--- config.mk ---
export PLATFORM = sky130hd
export DESIGN_NAME = spi_gyro_responder
export DESIGN_NICKNAME = d
export VERILOG_FILES = /design/src/rtl/spi_gyro_responder_pkg.sv /design/src/rtl/sync_2ff.sv /design/src/rtl/spi_gyro_responder.sv
export SDC_FILE = /design/constraint.sdc
export NUM_CORES = 1
export LEC_CHECK = 0
export BUFFER_PORTS_ARGS = -buffer_cell sky130_fd_sc_hd__buf_2
export CORE_UTILIZATION = 45
export DETAILED_ROUTE_END_ITERATION = 7
export SYNTH_ARGS = -nofsm -noshare
export SYNTH_HDL_FRONTEND = slang
export SYNTH_HIERARCHICAL = 1
export SYNTH_SLANG_ARGS = --single-unit
--- constraint.sdc ---
create_clock -name clk -period 12.1 [get_ports clk]
set_clock_uncertainty 0.2 [all_clocks]
set_input_delay 0 -clock clk [delete_from_list [all_inputs] [get_ports clk]]
set_output_delay 0 -clock clk [all_outputs]
set_load 0.05 [all_outputs]
--- src/rtl/spi_gyro_responder_pkg.sv ---
// spi_gyro_responder_pkg: register map and transaction states shared by the gyro responder and master-side controller
package spi_gyro_responder_pkg;

    typedef enum logic [1:0] {IDLE, CMD, DATA} spi_state_e;

    localparam logic [5:0] ADDR_WHO_AM_I = 6'h0F;
    localparam logic [5:0] ADDR_CTRL1    = 6'h20;
    localparam logic [5:0] ADDR_OUT_X_L  = 6'h28;
    localparam logic [5:0] ADDR_OUT_X_H  = 6'h29;
    localparam logic [5:0] ADDR_OUT_Y_L  = 6'h2A;
    localparam logic [5:0] ADDR_OUT_Y_H  = 6'h2B;
    localparam logic [5:0] ADDR_OUT_Z_L  = 6'h2C;
    localparam logic [5:0] ADDR_OUT_Z_H  = 6'h2D;

    function automatic logic [5:0] next_addr(input logic [5:0] a, input logic ms);
        return ms ? a + 6'd1 : a;
    endfunction

endpackage

--- src/rtl/sync_2ff.sv ---
// sync_2ff: two-flop synchroniser for one asynchronous input, with a chosen idle value in reset
module sync_2ff #(
    parameter logic RST_VAL = 1'b0
) (
    input  logic clk,
    input  logic rst,
    input  logic d_i,
    output logic q_o
);
    logic meta_q;

    always_ff @(posedge clk or posedge rst) begin
        if (rst) {q_o, meta_q} <= {2{RST_VAL}};
        else     {q_o, meta_q} <= {meta_q, d_i};
    end
endmodule

--- src/rtl/spi_gyro_responder.sv ---
// spi_gyro_responder: SPI mode-3 slave exposing a gyro-style register map, oversampled on clk.
module spi_gyro_responder
    import spi_gyro_responder_pkg::*;
#(
    parameter logic [7:0] WHO_AM_I_VAL = 8'hD3,
    parameter logic [7:0] CTRL1_RST    = 8'h07
) (
    input  logic        clk,
    input  logic        rst,
    input  logic        cs,
    input  logic        sclk,
    input  logic        mosi,
    output logic        miso,
    output logic        miso_oe,
    input  logic [15:0] x_axis_in,
    input  logic [15:0] y_axis_in,
    input  logic [15:0] z_axis_in,
    input  logic        sample_valid,
    output logic [7:0]  ctrl_reg1,
    output logic        wr_strobe,
    output logic [5:0]  wr_addr
);
    logic cs_s, sclk_s, mosi_s;

    sync_2ff #(.RST_VAL(1'b1)) u_cs_sync   (.clk(clk), .rst(rst), .d_i(cs),   .q_o(cs_s));
    sync_2ff #(.RST_VAL(1'b1)) u_sclk_sync (.clk(clk), .rst(rst), .d_i(sclk), .q_o(sclk_s));
    sync_2ff #(.RST_VAL(1'b0)) u_mosi_sync (.clk(clk), .rst(rst), .d_i(mosi), .q_o(mosi_s));

    spi_state_e  state_q, state_d;
    logic        cs_q, sclk_q, arm_q;
    logic [1:0]  settle_q;
    logic [2:0]  bit_q;
    logic [6:0]  rx_q;
    logic [7:0]  tx_q, ctrl_q, rd_byte, rx_byte;
    logic        rw_q, ms_q, load_q, miso_q, wr_q;
    logic [5:0]  addr_q, wr_addr_q;
    logic [15:0] live_x_q, live_y_q, live_z_q, snap_x_q, snap_y_q, snap_z_q;
    logic        active, cs_fall, cs_rise, sc_rise, sc_fall, byte_done;

    // arm_q keeps a cs held low across reset release from looking like a new falling edge
    assign cs_fall   = arm_q & cs_q & ~cs_s;
    assign cs_rise   = ~cs_q & cs_s;
    assign active    = (state_q != IDLE) & ~cs_s;
    assign sc_rise   = active & ~sclk_q & sclk_s;
    assign sc_fall   = active & sclk_q & ~sclk_s;
    assign byte_done = sc_rise & (bit_q == 3'd7);
    assign rx_byte   = {rx_q, mosi_s};

    assign miso      = miso_q;
    assign miso_oe   = ~cs_s;
    assign ctrl_reg1 = ctrl_q;
    assign wr_strobe = wr_q;
    assign wr_addr   = wr_addr_q;

    always_comb begin
        case (addr_q)
            ADDR_WHO_AM_I: rd_byte = WHO_AM_I_VAL;
            ADDR_CTRL1:    rd_byte = ctrl_q;
            ADDR_OUT_X_L:  rd_byte = snap_x_q[7:0];
            ADDR_OUT_X_H:  rd_byte = snap_x_q[15:8];
            ADDR_OUT_Y_L:  rd_byte = snap_y_q[7:0];
            ADDR_OUT_Y_H:  rd_byte = snap_y_q[15:8];
            ADDR_OUT_Z_L:  rd_byte = snap_z_q[7:0];
            ADDR_OUT_Z_H:  rd_byte = snap_z_q[15:8];
            default:       rd_byte = 8'h00;
        endcase
    end

    always_comb begin
        state_d = state_q;
        if (cs_rise)                           state_d = IDLE;
        else if (cs_fall)                      state_d = CMD;
        else if (state_q == CMD && byte_done)  state_d = DATA;
    end

    always_ff @(posedge clk or posedge rst) begin
        if (rst) state_q <= IDLE;
        else     state_q <= state_d;
    end

    always_ff @(posedge clk or posedge rst) begin
        if (rst) begin
            cs_q      <= 1'b1;
            sclk_q    <= 1'b1;
            arm_q     <= 1'b0;
            settle_q  <= 2'd0;
            bit_q     <= 3'd0;
            rx_q      <= 7'd0;
            tx_q      <= 8'd0;
            rw_q      <= 1'b0;
            ms_q      <= 1'b0;
            load_q    <= 1'b0;
            addr_q    <= 6'd0;
            miso_q    <= 1'b0;
            ctrl_q    <= CTRL1_RST;
            wr_q      <= 1'b0;
            wr_addr_q <= 6'd0;
            live_x_q  <= 16'd0;
            live_y_q  <= 16'd0;
            live_z_q  <= 16'd0;
            snap_x_q  <= 16'd0;
            snap_y_q  <= 16'd0;
            snap_z_q  <= 16'd0;
        end else begin
            cs_q     <= cs_s;
            sclk_q   <= sclk_s;
            settle_q <= (settle_q == 2'd2) ? settle_q : settle_q + 2'd1;
            arm_q    <= arm_q | ((settle_q == 2'd2) & cs_s);
            wr_q     <= 1'b0;
            if (sample_valid) begin
                live_x_q <= x_axis_in;
                live_y_q <= y_axis_in;
                live_z_q <= z_axis_in;
            end
            if (cs_fall) begin
                snap_x_q <= live_x_q;
                snap_y_q <= live_y_q;
                snap_z_q <= live_z_q;
                bit_q    <= 3'd0;
                load_q   <= 1'b0;
                miso_q   <= 1'b0;
                tx_q     <= 8'd0;
            end else if (cs_rise) begin
                bit_q    <= 3'd0;
                load_q   <= 1'b0;
                miso_q   <= 1'b0;
            end else begin
                if (sc_rise) begin
                    bit_q <= bit_q + 3'd1;
                    rx_q  <= rx_byte[6:0];
                end
                if (byte_done && state_q == CMD) begin
                    rw_q   <= rx_byte[7];
                    ms_q   <= rx_byte[6];
                    addr_q <= rx_byte[5:0];
                    load_q <= rx_byte[7];
                end else if (byte_done) begin
                    load_q <= rw_q;
                    addr_q <= next_addr(addr_q, ms_q);
                    if (!rw_q) begin
                        wr_q      <= 1'b1;
                        wr_addr_q <= addr_q;
                        if (addr_q == ADDR_CTRL1) ctrl_q <= rx_byte;
                    end
                end
                // a pending read loads on the first falling edge of the next byte
                if (sc_fall) begin
                    miso_q <= load_q ? rd_byte[7] : tx_q[7];
                    tx_q   <= load_q ? {rd_byte[6:0], 1'b0} : {tx_q[6:0], 1'b0};
                    load_q <= 1'b0;
                end
            end
        end
    end
endmodule

* After elaboration in Yosys (flattened, before gate mapping)
Index checks and enable logic that the tools add are counted.
** Cells by class
- Add/sub/neg operators :: 3
- Equal/unequal tests :: 12
- Mux-type cells :: 28
- Bitwise gates (word level) :: 19
- Reductions and logical operators :: 15
** Operators by type and width (number)
- $pmux W8 S8 :: 1
- $eq A6 B6 Y1 const B :: 7
- $mux W8 :: 4
- $mux W6 :: 3
- $mux W1 :: 14
- $and A1 B1 Y1 :: 10
- $mux W3 :: 3
- $reduce_bool A3 Y1 :: 3
- $not A1 Y1 :: 8
- $reduce_bool A2 Y1 :: 4
- $add A6 B1 Y6 const B :: 1
- $eq A6 B4 Y1 const B :: 1
- $mux W2 :: 3
- $reduce_and A3 Y1 :: 2
- $reduce_and A6 Y1 :: 1
- $reduce_and A5 Y1 :: 1
- $reduce_bool A5 Y1 :: 1
- $reduce_and A4 Y1 :: 1
- $add A3 B1 Y3 const B :: 1
- $eq A3 B3 Y1 const B :: 1
- $add A2 B1 Y2 const B :: 1
- $eq A2 B1 Y1 const B :: 1
- $eq A2 B2 Y1 const B :: 1
- $ne A2 B2 Y1 const B :: 1
- other kinds (3) :: 3
** Word-level totals
- Register bits after elaboration :: 152
- Logic and storage cells :: 105

* Logic depth before layout (Yosys ltp)
Gate-level depths: netlist of the first run.
- Depth after elaboration :: 10
- Mapped depth :: 9

* By module
Netlist of the first run, hierarchy kept.
** Modules (own cells, without submodules)
- spi_gyro_responder :: instances 1, cells each 581, area an instance 6442.4 µm²
- sync_2ff (u_cs_sync ...) :: instances 2, cells each 3, area an instance 56.3 µm²
- sync_2ff (u_mosi_sync) :: instances 1, cells each 3, area an instance 53.8 µm²

* Worst setup path before layout of the first run
OpenSTA, ideal clock, no wires.
- Path kind :: register to register
- From :: register bit_q[0]
- To :: register ctrl_q[3] (netlist: ctrl_reg1[3])
- Data arrival time :: 1.889 ns
- Required time :: 11.775 ns
- Path slack :: 9.886 ns
- Cell stages (with the launch flop) :: 10
- Buffers on the path :: 3
- Clock period less this slack :: 2.214 ns
- Path through :: dfrtp_1 -> ha_1 -> ha_1 -> nand4bb_4 -> buf_6 -> a2111o_1 -> buf_6 -> nor2b_4 -> buf_12 -> mux2_4
** On the way
- Cells in the longest elaborated chain, start to end :: 5
** RTL lines
- start, declared :: RTL line spi_gyro_responder.sv:32 : logic [2:0] bit_q;
- start signal, assigned :: RTL line spi_gyro_responder.sv:129 : bit_q <= bit_q + 3'd1;
- $eq A3 B3 Y1 * :: RTL line spi_gyro_responder.sv:46 : assign byte_done = sc_rise & (bit_q == 3'd7);
- $and A1 B1 Y1 * :: RTL line spi_gyro_responder.sv:46
- $logic_and A1 B1 Y1 :: RTL line spi_gyro_responder.sv:132 : if (byte_done && state_q == CMD) begin
- $not A1 Y1 (no source line)
- $reduce_and A6 Y1 (no source line) *
- end signal, assigned :: RTL line spi_gyro_responder.sv:143 : if (addr_q == ADDR_CTRL1) ctrl_q <= rx_byte;
- end, declared :: RTL line spi_gyro_responder.sv:34 : logic [7:0] tx_q, ctrl_q, rd_byte, rx_byte;
Mark *: on every way between the ends. The rest lies on a longest branch, timed or not.
A chain may end at the register's enable or synchronous reset.

* Final worst setup path of the first run
- From :: register addr_q[0]
- To :: register ctrl_q[7] (netlist: ctrl_reg1[7])
** On the way
- Cells in the longest elaborated chain, start to end :: 2
** RTL lines
- start, declared :: RTL line spi_gyro_responder.sv:36 : logic [5:0] addr_q, wr_addr_q;
- start signal, assigned :: RTL line spi_gyro_responder.sv:135 : addr_q <= rx_byte[5:0];
- start signal, assigned :: RTL line spi_gyro_responder.sv:139 : addr_q <= next_addr(addr_q, ms_q);
- $eq A6 B6 Y1 :: RTL line spi_gyro_responder.sv:143
- $reduce_and A6 Y1 (no source line)
No other way between the ends.

==> run_results.csv, run 1 <==
group,metric,value,unit
logic_synthesis,synth_top_family_by_area,"simple AND/OR/NAND/NOR gates",
global_route,grt_pass1_vias,4873,
power,p_per_area,155,nW/um2
placed_design,dpl.hpwl,9.83,mm
clock_network,htree_levels,4,
critical_path,crit_fanout,13,
routing,dr.pass1.iters,6,
critical_path,path_class,"reg -> reg",
timing,hold_viol_final,0,
outcome,status,"finished, final reports clean",
logic_synthesis,synth_simple_gate_area_frac,0.163,
clock_network,clock_sinks,151,
routing,antenna_left,0,
timing,rsz0062_at_grt,"no",
logic_synthesis,synthFlopType,"dfrtp_1",
hold_path,hold_class,"in -> reg",
logic_synthesis,syn_nets,651,
clock_network,clkTransAtPathRegs,60,ps
clock_network,post-cts-setup-buffer-count,0,
logic_synthesis,synth_xor_area_frac,0.00265,
floorplan,start_util,0.469,
cells_and_area,num-nets-final,760,
routing,vias,4811,
global_route,grt_max_degree,80,
cells_and_area,fin_area,8220,um2
logic_synthesis,synthesis.area,6610,um2
logic_synthesis,synthCells,590,
routing,viasPerCell,5.40,
logic_synthesis,synth_edf_count,0,
floorplan,core,14100,um2
logic_synthesis,yosysTopAreaCellShare,0.538,
logic_synthesis,yosys-top-cells-area,"dfrtp_1, mux2_2, nand2_1, dfstp_2, mux2_4",
global_route,grt_first_pass_wirelength,24.6,mm
critical_path,required,12210,ps
timing,setup_viol,0,
floorplan,die_area,15200,um2
clock_network,cts_root_buffer,"clkbuf_16",
logic_synthesis,synth_mux_area_frac,0.136,
timing,max_clock_freq,376,MHz
cells_and_area,antennaDiodeCount,0,
cells_and_area,final_layout_size_suffix_gt1_frac,0.264,
floorplan,num_io_pins,71,
power,power_leakage,3.84,nW
logic_synthesis,synth-compound-area-share,0.0782,
clock_network,post_cts_resized,0,
timing,worst_slew_pin_slew,1040,ps
flow_run,max_cap_viol_count,0,
clock_network,worstSkewPairLatency,420,ps
global_route,antenna_found_initial,0,
critical_path,arrival,2770,ps
clock_network,cts_made_buffers,17,
logic_synthesis,ys_ff_latch,151,
placed_design,dp.cells,807,
clock_network,ctsLongestPathBuffers,2,
global_route,track_usage,0.218,
critical_path,critPathLaunchType,"flop",
logic_synthesis,yosys_warnings,6,
routing,drc,0,
routing,routed_wl,14.8,mm
power,ir_drop,0.000101,V
critical_path,crit_path_end_kind,"flop",
cells_and_area,area_delta_synth_final,24.4,%
floorplan,num_rows,43,
floorplan,die_x,123,um
clock_network,holdBufCountCts,53,
floorplan,dieHeight,123,um
logic_synthesis,synthAdderAreaFrac,0.0133,
timing,post-route-min-period,2660,ps
logic_synthesis,async_reset_ff_frac,1.00,
routing,drt_iter0_markers,302,
clock_network,cts_tree,"built",
placed_design,dpl_cell_area,7030,um2
placed_design,place.port_buffers,70,
logic_synthesis,synth.distinct_cells,61,
power,finalPower,0.00127,W
timing,drv_slew,0,
routing,routedWlPerCell,16.7,um
logic_synthesis,ys_seq_area_frac,0.573,
cells_and_area,stdcell_count,891,
timing,hold_slack,15.7,ps
logic_synthesis,yosysTopAreaCell,"dfrtp_1",
placed_design,gp_congestion,0.907,
timing,relSlewSlack,0.307,
global_route,grt-ovfl-total,0,
logic_synthesis,synth.avg_cell_area,11.2,um2
timing,setup_tns,0,ps
timing,finalCritPeriodShare,0.220,
-- critical path, cell delays in order (launching register included) --
cell and delay, ps:
dfrtp_1 420, inv_1 150, ha_1 480, nand3b_1 240
nor3_1 300, nor2b_4 410, mux2_4 340
-- through the flow --
stage / utilization / setup slack [ps]
after floorplan: - / 8010
after global routing: 0.583 / 9230
after detailed placement: 0.499 / 9480
final: 0.583 / 9440
after CTS: 0.583 / 9470
after global placement: 0.499 / 9590
-- worst paths after layout --
path                       slack, ps                  to  depth (start not counted)        startpoint
max in group asynchronous      10330        snap_x_q[15]                          4               rst
hold reg to reg                  160       u_cs_sync/q_o                          0  u_cs_sync/meta_q
min in group asynchronous         40                rw_q                          3               rst
setup / recovery                9440        ctrl_reg1[7]                          6         addr_q[0]
setup reg to reg                9440        ctrl_reg1[7]                          6         addr_q[0]
hold / removal                    20  u_mosi_sync/meta_q                          2              mosi
-- registers in the layout, indices dropped and copies added (netlist names), 7 cells and up --
name / cells
live_x_q: 16
snap_y_q: 16
live_z_q: 16
rx_q: 7
snap_z_q: 16
snap_x_q: 16
tx_q: 7
live_y_q: 16
ctrl_reg1: 8
-- per-layer routing --
| layer | vias to the layer above | global-route usage | routed length (um) |
|---|---|---|---|
| met2 | 113 | 0.355 | 7340 |
| met3 | 22 | 0.0512 | 636 |
| li1 | 2260 | - | - |
| met5 | - | 0 | 0 |
| met1 | 2416 | 0.281 | 6580 |
| met4 | 0 | 0.0866 | 281 |
-- cells by family (layout without fill, tap and decap cells) --
group | Yosys count | in the layout
AND/OR/NAND/NOR | 230 | 230
multiplexers | 78 | 78
adder cells (fa/ha/maj) | 7 | 7
AO/OA/AOI/OAI | 74 | 74
flip-flops | 151 | 151
XOR/XNOR | 2 | 2
buffers and inverters | 48 | 169
-- placed cells by master (no fill, tap or decap), drive strengths merged, types with 2 or more instances in the layout --
cell           n
nand2        160
dfrtp        142
buf           73
mux2          69
dlygate4sd3   53
clkbuf        23
a21oi         17
nor2          16
nand3         15
inv           12
a22oi         10
o21ai         10
mux2i          9
dfstp          9
ha             7
nand3b         6
o22ai          6
o221ai         6
nor3           5
bufinv         5
nand2b         4
nor4           3
a22o           3
o211ai         3
nor2b          3
nand4bb        3
o2111ai        2
a2111oi        2
a222oi         2
and3           2
a211oi         2
o21a           2
a2bb2oi        2
clkinv         2
or3b           2
a221oi         2
-- cell type report --
class	count	area, um2
clock buffers	23	488
clock inverters	8	168
fillers	1193	5880
inverters	12	50.0
multi-input cells	391	2600
flip-flops and latches	151	3790
well taps	180	225
repair buffers	126	903
-- synthesized netlist by cell type (2+ instances only) --
library cell,n
buf_6,3
ha_1,7
nor2_1,15
a211oi_1,2
mux2_2,61
nand4bb_1,2
and3_1,2
o2111ai_1,2
nand3_1,15
nand3b_1,6
dfstp_2,9
nor2b_1,2
mux2_4,8
o221ai_1,6
buf_2,3
inv_1,12
o21a_1,2
clkbuf_1,21
mux2i_1,9
o21ai_0,9
a222oi_1,2
dfrtp_1,142
a22o_1,3
nor3_1,5
o22ai_1,6
a2111oi_0,2
a2bb2oi_1,2
nand2b_1,4
a21oi_1,17
o211ai_1,3
a22oi_1,10
buf_1,8
nor4_1,3
nand2_1,160
-- power breakdown --
group / leakage (nW) / switching [W] / internal (W)
Clock: 0.319 / 0.000201 / 0.000386
Sequential: 1.88 / 0.0000334 / 0.000552
Combinational: 1.65 / 0.0000473 / 0.0000502
Total: 3.84 / 0.000282 / 0.000988
Note: power is estimated with default switching activity, not from simulation.
==> inputs of run 2 (changes only) <==
clock period = 2.7 ns   (was 12.1 ns; I/O delays follow)
==> run_results.csv, run 2 (synthesized netlist as in run 1, its figures left out) <==
group,metric,value,unit
cells_and_area,area_delta_synth_final,26.1,%
cells_and_area,multi_input_area,2600,um2
timing,worst_slew_pin_slew,853,ps
floorplan,num_rows,43,
placed_design,place.port_buffers,70,
floorplan,die_x,123,um
global_route,use_met2,0.355,
global_route,track_usage,0.225,
critical_path,r2r_start,"addr_q[0]",
timing,setup_viol,0,
clock_network,cts_made_buffers,17,
global_route,grt_first_pass_wirelength,25.7,mm
timing,max_clock_freq,426,MHz
cells_and_area,num-nets-final,775,
flow_run,max_cap_viol_count,0,
floorplan,core,14100,um2
global_route,antenna_found_initial,0,
timing,post-route-min-period,2350,ps
critical_path,arrival,2420,ps
power,power_leakage,3.89,nW
global_route,grt_pass1_vias,4942,
floorplan,dieHeight,123,um
global_route,grtUsageMet3,0.0517,
cells_and_area,antennaDiodeCount,0,
cells_and_area,final_cell_mix,"nand2_1, dfrtp_1, buf_2",
floorplan,start_util,0.469,
critical_path,critPathLaunchType,"flop",
critical_path,path_class,"reg -> reg",
routing,viasPerCell,5.29,
routing,routed_wl,15.1,mm
cells_and_area,fillers,1207,
timing,hold_viol_final,0,
timing,layout_setup_ws,354,ps
power,p_per_area,667,nW/um2
critical_path,required,2770,ps
routing,antenna_left,0,
clock_network,clkTransAtPathRegs,60,ps
critical_path,reg2reg_to,"tx_q[5]",
clock_network,cts_tree,"built",
clock_network,htree_levels,4,
routing,vias,4801,
global_route,grt_use_met1,0.301,
critical_path,r2r_setup_slack,350,ps
routing,drc,0,
clock_network,post-cts-setup-buffer-count,0,
cells_and_area,utilization,0.591,
cells_and_area,seq_area,3790,um2
cells_and_area,final_common_cell,"nand2_1",
critical_path,crit_path_end_kind,"flop",
timing,setup_tns,0,ps
critical_path,r2r_cells,7,
power,finalPower,0.00556,W
clock_network,ctsLongestPathBuffers,2,
cells_and_area,final_layout_size_suffix_gt1_frac,0.276,
timing,rsz0062_at_grt,"no",
timing,relSlewSlack,0.432,
outcome,status,"finished, final reports clean",
routing,routedWlPerCell,16.6,um
timing,finalCritPeriodShare,0.869,
placed_design,gp_congestion,0.846,
power,ir_drop,0.000500,V
global_route,grt-ovfl-total,0,
routing,dr.pass1.iters,5,
timing,hold_slack,76.7,ps
clock_network,worstSkewPairLatency,430,ps
global_route,busiest_layer,"met2",
clock_network,cts_root_buffer,"clkbuf_16",
global_route,grt_max_degree,146,
clock_network,clock_sinks,151,
critical_path,crit_fanout,12,
hold_path,hold_class,"in -> async",
routing,drt_iter0_markers,318,
floorplan,num_io_pins,71,
floorplan,die_area,15200,um2
timing,drv_slew,0,
placed_design,dp_worst_setup_slack,387,ps
placed_design,dpl.hpwl,10.1,mm
## run 2: cell count changes in the layout (fill, tap and decap cells not counted), sizes merged, moves of 3 or more
cell / before / now
dlygate4sd3: 53 / 56
buf: 73 / 85
clkinv: 2 / 5
clkinvlp: 1 / 4
clkbuf: 23 / 20
## run 2: repair_timing
| action | CTS | global route |
|---|---|---|
| gates resized for setup | 0 | 0 |
| hold buffers | 56 | 0 |
| hold endpoints to repair | 197 | 0 |
| endpoints found under the setup margin | 0 | 0 |
## run 2: critical path: stages (launching register included)
cell and delay [ps]:
dfrtp_1 410, inv_1 120, ha_1 230, buf_4 190
a21oi_1 150, o22ai_1 140, o2111ai_1 530, o221ai_1 220
## run 2: through the flow
stage / cells / cell area (um2)
floorplan: 590 / 6610
CTS: 907 / 8330
global placement: 819 / 7150
detailed placement: 819 / 7150
finish: 907 / 8330
global route: 907 / 8330
## run 2: layer usage
layer	up-vias	routed length, um
met2	108	7310
met3	26	634
li1	2282	-
met5	-	0
met4	0	344
met1	2385	6780
## run 2: how the worst max path moves through the flow
stage | from | endpoint | slack [ps] | depth (start not counted)
6_report | addr_q[0] | tx_q[5] | 350 | 7
3_5_place_dp | addr_q[0] | tx_q[5] | 390 | 7
5_1_grt | addr_q[1] | tx_q[7] | 100 | 7
3_3_place_gp | addr_q[0] | tx_q[7] | 430 | 7
2_1_floorplan | bit_q[0] | ctrl_reg1[3] | 490 | 9
4_1_cts | bit_q[0] | ctrl_reg1[4] | 380 | 6
## run 2: area by class of cell
class / instances / area share
Sequential cell: 151 / 0.455
Clock buffer: 20 / 0.0536
Clock inverter: 12 / 0.0215
Inverter: 12 / 0.00585
Tap cell: 180 / 0.0270
Multi-Input combinational cell: 391 / 0.312
Timing Repair Buffer: 141 / 0.126
## run 2: power breakdown
| part | internal (W) | switching (W) |
|---|---|---|
| logic | 0.000233 | 0.000215 |
| registers | 0.00247 | 0.000146 |
| clock network | 0.00157 | 0.000923 |
| total | 0.00428 | 0.00128 |
==> inputs of run 3 (changes only) <==
MAX_ROUTING_LAYER = met4   (was not set)
==> run_results.csv, run 3 (synthesized netlist as in run 1, its figures left out) <==
group,metric,value,unit
outcome,status,"finished, final reports clean",
placed_design,dpl_cell_area,7160,um2
cells_and_area,utilization,0.585,
cells_and_area,num-nets-final,775,
timing,hold_viol_final,0,
timing,setup_viol,0,
cells_and_area,final_layout_size_suffix_gt1_frac,0.281,
critical_path,worst_path_max_delay_cell,"dfrtp_1",
clock_network,post_cts_resized,0,
cells_and_area,final_cell_mix,"nand2_1, dfrtp_1, buf_2",
routing,vias,4847,
flow_run,max_cap_viol_count,0,
critical_path,cp_top_family,"simple AND/OR/NAND/NOR gates",
routing,routed_wl,15.4,mm
critical_path,max_stage_delay,420,ps
timing,drv_slew,0,
placed_design,dp.cells,822,
timing,rsz0062_at_grt,"no",
routing,antenna_left,0,
floorplan,die_area,15200,um2
floorplan,die_x,123,um
cells_and_area,final_common_cell,"nand2_1",
routing,viasPerCell,5.34,
placed_design,gp_congestion,0.890,
power,finalPower,0.00529,W
routing,dr.pass1.iters,5,
clock_network,clkTransAtPathRegs,60,ps
power,p_per_area,642,nW/um2
hold_path,hold_class,"in -> async",
global_route,antenna_found_initial,0,
timing,max_clock_freq,411,MHz
clock_network,cts_tree,"built",
critical_path,crit_buf_inv,1,
routing,drc,0,
global_route,grt_max_degree,84,
timing,setup_tns,0,ps
cells_and_area,fillers,1218,
routing,drt_iter0_markers,293,
floorplan,start_util,0.469,
placed_design,dpl.hpwl,10.6,mm
floorplan,core,14100,um2
critical_path,path_class,"reg -> reg",
floorplan,dieHeight,123,um
placed_design,place.port_buffers,70,
power,ir_drop,0.000458,V
global_route,grt_pass1_vias,4936,
timing,worst_slew_pin_slew,657,ps
cells_and_area,antennaDiodeCount,0,
clock_network,clock_sinks,151,
global_route,track_usage,0.234,
critical_path,crit_path_cell_trace,"inv_1 > ha_1 > nand3b_1 > nor3_1 > nor2b_4 > mux2_4",
timing,finalCritPeriodShare,0.902,
cells_and_area,area_delta_synth_final,24.8,%
power,power_leakage,3.86,nW
critical_path,critPathLaunchType,"flop",
timing,relSlewSlack,0.559,
timing,post-route-min-period,2430,ps
clock_network,worstSkewPairLatency,420,ps
floorplan,num_rows,43,
floorplan,num_io_pins,71,
clock_network,cts_root_buffer,"clkbuf_16",
routing,routedWlPerCell,17.0,um
critical_path,arrival,2530,ps
global_route,grt_first_pass_wirelength,25.6,mm
clock_network,cts_made_buffers,17,
critical_path,crit_path_end_kind,"flop",
cells_and_area,stdcell_count,907,
critical_path,required,2800,ps
global_route,grt-ovfl-total,0,
critical_path,crit_fanout,8,
clock_network,ctsLongestPathBuffers,2,
clock_network,htree_levels,4,
cells_and_area,fin_area,8250,um2
run 3: power by group:
| group | switching, W | internal [W] | total [W] |
|---|---|---|---|
| registers | 0.000148 | 0.00247 | 0.00262 |
| clock network | 0.000909 | 0.00131 | 0.00222 |
| logic | 0.000217 | 0.000231 | 0.000448 |
| total | 0.00127 | 0.00402 | 0.00529 |
run 3: cell type report:
cell class / count / area, um2 / area share
Multi-Input combinational cell: 391 / 2600 / 0.315
Inverter: 12 / 48.8 / 0.00592
Clock buffer: 21 / 460 / 0.0558
Tap cell: 180 / 225 / 0.0273
Sequential cell: 151 / 3790 / 0.459
Timing Repair Buffer: 141 / 1030 / 0.125
Clock inverter: 11 / 100 / 0.0121
run 3: metrics by stage:
| stage | hold slack, ps | setup slack (ps) |
|---|---|---|
| after detailed placement | -297 | 297 |
| after global placement | -303 | 325 |
| after floorplan | -459 | 486 |
| final | 12.8 | 265 |
| after global routing | 19.7 | 111 |
| after CTS | 1.76 | 286 |
run 3: worst reg2reg max path: stages (launching register included):
cell	delay (ps)
dfrtp_1	420
inv_1	150
ha_1	300
nand3b_1	200
nor3_1	300
nor2b_4	410
mux2_4	340
run 3: final timing paths:
check	startpoint	end	slack, ps	depth (start not counted)
max in group asynchronous	rst	live_z_q[5]	1390	4
worst min-delay path	rst	bit_q[1]	10	3
min in group clk	cs	u_cs_sync/meta_q	20	2
worst max register to register	addr_q[0]	ctrl_reg1[4]	270	6
worst max-delay path	addr_q[0]	ctrl_reg1[4]	270	6
worst min register to register	u_cs_sync/meta_q	u_cs_sync/q_o	160	0
run 3: metal layers:
metal  vias to the layer above  wire length (um)  track usage
li1                       2284                 -            -
met1                      2427              6870        0.296
met2                       119              7610        0.374
met3                        17               678       0.0540
met4                         0               225       0.0738
met5                         -                 0            -
run 3: repair_timing:
item                                    4_1_cts  5_1_grt
setup buffers                                 0        0
hold buffers                                 53        0
endpoints found under the hold margin        99        0
endpoints found under the setup margin        0        0
